**config.mk**
```make
export PLATFORM = sky130hd
export DESIGN_NAME = stream_mux2_rr
export DESIGN_NICKNAME = d
export VERILOG_FILES = /design/src/rtl/stream_mux2_rr.sv
export SDC_FILE = /design/constraint.sdc
export NUM_CORES = 1
export LEC_CHECK = 0
export ABC_AREA = 1
export BUFFER_PORTS_ARGS = -buffer_cell sky130_fd_sc_hd__buf_4
export CAP_MARGIN = 20
export CORE_UTILIZATION = 40
export DETAILED_ROUTE_END_ITERATION = 10
export PLACE_DENSITY_LB_ADDON = 0.25
export SLEW_MARGIN = 20
export SYNTH_ARGS = -nofsm -noshare
export SYNTH_HDL_FRONTEND = slang
export SYNTH_SLANG_ARGS = --single-unit
```
**constraint.sdc**
```tcl
create_clock -name clk -period 3 [get_ports clk]
set_clock_uncertainty 0.05 [all_clocks]
set_input_delay 0 -clock clk [delete_from_list [all_inputs] [get_ports clk]]
set_output_delay 0 -clock clk [all_outputs]
set_load 0.05 [all_outputs]
```
**src/rtl/stream_mux2_rr.sv**
```systemverilog
// 2-to-1 valid/ready stream mux with round-robin arbitration and one registered output stage.
// Define STREAM_MUX2_PACKET_LOCK_EN to add last flags and hold the grant until a packet ends.
module stream_mux2_rr #(
    parameter int unsigned WIDTH = 16
) (
    input  logic             clk,
    input  logic             reset,
    input  logic [WIDTH-1:0] in0_data,
    input  logic             in0_valid,
    output logic             in0_ready,
`ifdef STREAM_MUX2_PACKET_LOCK_EN
    input  logic             in0_last,
`endif
    input  logic [WIDTH-1:0] in1_data,
    input  logic             in1_valid,
    output logic             in1_ready,
`ifdef STREAM_MUX2_PACKET_LOCK_EN
    input  logic             in1_last,
    output logic             out_last,
`endif
    output logic [WIDTH-1:0] out_data,
    output logic             out_sel,
    output logic             out_valid,
    input  logic             out_ready
);

    logic [WIDTH-1:0] out_data_q;
    logic             out_sel_q;
    logic             out_valid_q;
    logic             prio_q;

    logic load;
    logic rr_grant0;
    logic rr_grant1;
    logic grant0;
    logic grant1;
    logic accept0;
    logic accept1;

`ifdef STREAM_MUX2_PACKET_LOCK_EN
    typedef enum logic [1:0] {
        StArb,
        StLock0,
        StLock1
    } state_e;

    state_e state_q;
    logic   out_last_q;
`endif

    always_comb begin
        load = ~out_valid_q | out_ready;

        if (in0_valid && in1_valid) begin
            rr_grant0 = ~prio_q;
            rr_grant1 = prio_q;
        end else begin
            rr_grant0 = in0_valid;
            rr_grant1 = in1_valid;
        end

`ifdef STREAM_MUX2_PACKET_LOCK_EN
        // Mid-packet, the locked source owns the output even if the other is waiting.
        case (state_q)
            StLock0: begin
                grant0 = in0_valid;
                grant1 = 1'b0;
            end
            StLock1: begin
                grant0 = 1'b0;
                grant1 = in1_valid;
            end
            default: begin
                grant0 = rr_grant0;
                grant1 = rr_grant1;
            end
        endcase
`else
        grant0 = rr_grant0;
        grant1 = rr_grant1;
`endif

        // Gating with reset keeps a source from seeing a handshake that the flush discards.
        in0_ready = load & grant0 & ~reset;
        in1_ready = load & grant1 & ~reset;
        accept0   = in0_valid & in0_ready;
        accept1   = in1_valid & in1_ready;
    end

    always_ff @(posedge clk) begin
        if (reset) begin
            out_data_q  <= '0;
            out_sel_q   <= 1'b0;
            out_valid_q <= 1'b0;
            prio_q      <= 1'b0;
`ifdef STREAM_MUX2_PACKET_LOCK_EN
            out_last_q  <= 1'b0;
            state_q     <= StArb;
`endif
        end else if (load) begin
            if (accept0) begin
                out_data_q  <= in0_data;
                out_sel_q   <= 1'b0;
                out_valid_q <= 1'b1;
`ifdef STREAM_MUX2_PACKET_LOCK_EN
                out_last_q  <= in0_last;
                if (in0_last) begin
                    prio_q  <= 1'b1;
                    state_q <= StArb;
                end else begin
                    state_q <= StLock0;
                end
`else
                prio_q      <= 1'b1;
`endif
            end else if (accept1) begin
                out_data_q  <= in1_data;
                out_sel_q   <= 1'b1;
                out_valid_q <= 1'b1;
`ifdef STREAM_MUX2_PACKET_LOCK_EN
                out_last_q  <= in1_last;
                if (in1_last) begin
                    prio_q  <= 1'b0;
                    state_q <= StArb;
                end else begin
                    state_q <= StLock1;
                end
`else
                prio_q      <= 1'b0;
`endif
            end else begin
                // Payload is held; only the valid flag drops so a drained beat is not replayed.
                out_valid_q <= 1'b0;
            end
        end
    end

    assign out_data  = out_data_q;
    assign out_sel   = out_sel_q;
    assign out_valid = out_valid_q;
`ifdef STREAM_MUX2_PACKET_LOCK_EN
    assign out_last  = out_last_q;
`endif

endmodule

```
### Word level (Yosys, flattened, before mapping)

Cells that the tools add are included.

* bitwise logic cells: 10
* reductions and logical operators: 3
* multiplexer cells: 10

Operator list (number)
* 2-to-1 mux 16 bit: 2
* 2-to-1 mux 1 bit: 8
* AND 1 bit: 6
* NOT 1 bit: 3
* AND reduction 2 bit: 1
* nonzero test 2 bit: 1
* logical AND 1 bit: 1
* bitwise OR 1 bit: 1

* bits of input ports: 37
* flip-flop bits (word level): 19
* word-level logic and storage cells: 27

### Logic depth before layout (Yosys ltp)

* depth after elaboration: 7
* depth in mapped cells: 8
* mapped depth without buffers: 8

### Worst setup path before layout

No wires, ideal clock.

* kind: flip-flop to flip-flop
* start: reg out_valid_q (netlist: out_valid)
* end: reg out_sel_q (netlist: out_sel)
* period minus slack after synthesis: 1672 ps
* arrival time: 1507 ps
* path slack: 1328 ps
* stages on the path, launching flop included: 6
* cells stage by stage: dfxtp_1 > nand2_2 > nand3_2 > inv_1 > a21oi_1 > nor2_1

* word-level cells in the longest chain between the ends: 7

RTL lines
* start, declared: RTL line 29 `logic out_valid_q;`
* start signal, assigned: RTL line 94 `out_valid_q <= 1'b0;`
* start signal, assigned: RTL line 104 `out_valid_q <= 1'b1;`
* start signal, assigned: RTL line 119 `out_valid_q <= 1'b1;`
* NOT 1 bit: RTL line 52 `load = ~out_valid_q | out_ready;`
* bitwise OR 1 bit: RTL line 52
* AND 1 bit (2 in a row): RTL line 85 `in1_ready = load & grant1 & ~reset;`
* net in1_ready: RTL line 16 `output logic in1_ready,`
* AND 1 bit: RTL line 87 `accept1 = in1_valid & in1_ready;`
* nonzero test 2 bit (no source line)
* AND reduction 2 bit (no source line)
* end signal, assigned: RTL line 93 `out_sel_q <= 1'b0;`
* end signal, assigned: RTL line 103 `out_sel_q <= 1'b0;`
* end signal, assigned: RTL line 118 `out_sel_q <= 1'b1;`
* end, declared: RTL line 28 `logic out_sel_q;`

The timed path passes the listed nets, and every way through them passes these cells.
A chain may end at the register's enable or synchronous reset.

### Worst setup path after layout

* start: reg prio_q
* end: reg out_valid_q (netlist: out_valid)

* word-level cells in the longest chain between the ends: 6

RTL lines
* start, declared: RTL line 30 `logic prio_q;`
* start signal, assigned: RTL line 95 `prio_q <= 1'b0;`
* start signal, assigned: RTL line 114 `prio_q <= 1'b1;`
* start signal, assigned: RTL line 129 `prio_q <= 1'b0;`
* 2-to-1 mux 1 bit or NOT 1 bit (tied branches): RTL line 54, 55
* AND 1 bit or 2-to-1 mux 1 bit (tied branches): RTL line 85, 54
* AND 1 bit (on tied branches): RTL line 85, 84
* AND 1 bit (on tied branches): RTL line 87, 84
* 2-to-1 mux 1 bit or AND 1 bit (tied branches): RTL line 116, 86
* 2-to-1 mux 1 bit (*): RTL line 101 `if (accept0) begin`

Every way passes the cells marked *; elsewhere a longest branch is shown, timed or not.

==> impl_metrics.tcl <==
set metrics [dict create \
    cts_root_buf "clkbuf_4" \
    maxSlewViolCount 0 \
    fin_nets 269 \
    synth_top_area_cell "dfxtp_1" \
    fp.dieW_um 53.7 \
    seq_area_um2 380 \
    port_buffers 56 \
    intPower_w 0.000444 \
    cts_max_path_buffers 2 \
    crit_path_start_kind "flop" \
    area_growth_pct 56.7 \
    drt_iter0_markers 20 \
    crit_required_ns 3.16 \
    power.density_nw_per_um2 427 \
    insertion_delay_ns 0.30 \
    tritoncts "done" \
    ios 57 \
    worstSetupPathType "reg -> reg" \
    status "finished with violations" \
    grt_first_pass_wirelength_um 5040 \
    wl_per_cell_um 11.7 \
    drc_errors 0 \
    cp.arrival_ns 2.05 \
    fmax_ghz 0.529 \
    overflow 0 \
    avgSynthCellArea_um2 6.56 \
    p_seq_share_pct 40.3 \
    drt_first_pass_iters 4 \
    nFillCells 242 \
    grt_max_degree 37 \
    initial_utilization_pct 42.7 \
    relSlewSlack_pct 62.2 \
    final_cell_mix "buf_4, nand2_1, nor2_1" \
    routed_wl_um 3040 \
    worst_pin_slew_ns 0.565 \
    rows 18 \
    ys_seq_area_share_pct 35.6 \
    via_count 1268 \
    final_common_cell "buf_4" \
    layout-drive-gt1-share_pct 27.7 \
    yosysWarningCount 0 \
    p_sw_w 0.000271 \
    fp.dieH_um 53.7 \
    finish.utilization_pct 67.0 \
    diodes 0 \
    cts_sinks 19 \
    ir_drop_uv 357 \
    syn-num-nets 200 \
    cp-end-kind "flop" \
    switching_share_pct 37.9 \
    place_hpwl_um 2070 \
    fin_crit_sh_pct 63.1 \
    failed_checks "negative hold slack" \
    syn_area_um2 1070 \
    die_area_um2 2880 \
    leakagePower_nw 0.891 \
    post-route-min-period_ns 1.89 \
    clk_pin_slew_ns 0.11 \
    vias_per_cell 4.86 \
    rsz0062_at_grt "no" \
    power_frac_comb_pct 41.0 \
    fin_setup_tns_ns 0 \
    multi_input_area_um2 606 \
    setup_viol 0 \
    cp_max_fo 36 \
    hp-class "in -> reg" \
    max_cap_violations 0 \
    whs_ns -0.000423 \
    synth_top_area_share_pct 35.6 \
    htreeDepth 1 \
    cts_buffers 3 \
    hold_viol 1 \
    p_clk_share_pct 18.7 \
    track_usage_pct 23.8 \
    place_congestion 0.773 \
    first_global_vias 1177 \
    ys_types 16 \
    synth_area_leaders "dfxtp_1, nand2_1, nor2_1" \
    synth_cells 163 \
    core_area_um2 2500 \
    synth_seq_cells 19 \
    antenna_found_initial 0 \
    antenna_left 0 \
]
routing by layer:
layer  share of wire, %  track usage [%]
met2                 51             41.8
met1                 43             29.3
met4               0.62             4.39
met3                5.6             5.65
met5                  0                0
critical path, stage by stage, from the launching register on:
cell and delay, ns:
dfxtp_1 0.36, nand2_1 0.34, nand3_4 0.47, nand2_1 0.12
inv_2 0.25, nand2_1 0.08, nand2_1 0.06, inv_1 0.05
synthesized netlist by cell type (all sizes together):
library cell and instances:
dfxtp 19, nand4 16, clkinv 1, a21oi 2, nand3b 16, nand3 2, inv 8, nand2 55
nor2 35, buf 7, clkbuf 2
cells by family (layout without fill, tap and decap cells):
group                  count (synthesis)  in the layout  share of synthesized area [%]
DFF                                   19             19                           35.6
AOI/OAI and AO/OA                      2              2                          0.937
buffers and inverters                 18             86                           7.73
and+or+nand+nor                      124            124                           55.7
cell type report:
cell class,instances,share of cell area [%]
clock buffers,4,1.57
inverters,9,2.02
multi-input cells,126,36.2
flip-flops and latches,19,22.7
well taps,30,2.24
repair buffers,73,35.3
per-stage QoR:
stage / area (µm²) / hold WS, ns / worst slack, ns / power, W / std cells
floorplan: 1070 / 0.0191 / 1.33 / 0.000479 / 163
global placement: 1480 / 0.170 / 1.20 / 0.000564 / 240
detailed placement: 1480 / 0.176 / 1.14 / 0.000569 / 240
CTS: 1670 / 0.00304 / 1.12 / 0.000717 / 261
global route: 1670 / 0.0202 / 0.838 / 0.000758 / 261
finish: 1670 / -0.000423 / 1.11 / 0.000715 / 261
timing repair:
action                                 4_1_cts  5_1_grt
gates resized for setup                      0        0
hold buffers                                17        0
setup buffers                                0        0
endpoints found under the hold margin       18        0
power by group through the flow:
stage	Combinational, W	Sequential (W)	Clock (W)
CTS	0.000294	0.000288	0.000135
finish	0.000293	0.000288	0.000134
global placement	0.000272	0.000293	0
global route	0.000320	0.000291	0.000147
detailed placement	0.000275	0.000294	0
floorplan	0.000106	0.000374	0
registers in the layout (all words and copies together), names as in the netlist:
name	count
out_sel	1
out_data	16
prio_q	1
out_valid	1
worst paths after layout:
check / start / to / slack, ns / cells past startpoint
max: prio_q / out_valid / 1.11 / 7
min: in0_data[6] / out_data[6] / -0.0004 / 5
min reg2reg: prio_q / prio_q / 0.44 / 2
max reg2reg: prio_q / out_valid / 1.11 / 7
No activity file was read; power rests on OpenSTA's default activity.
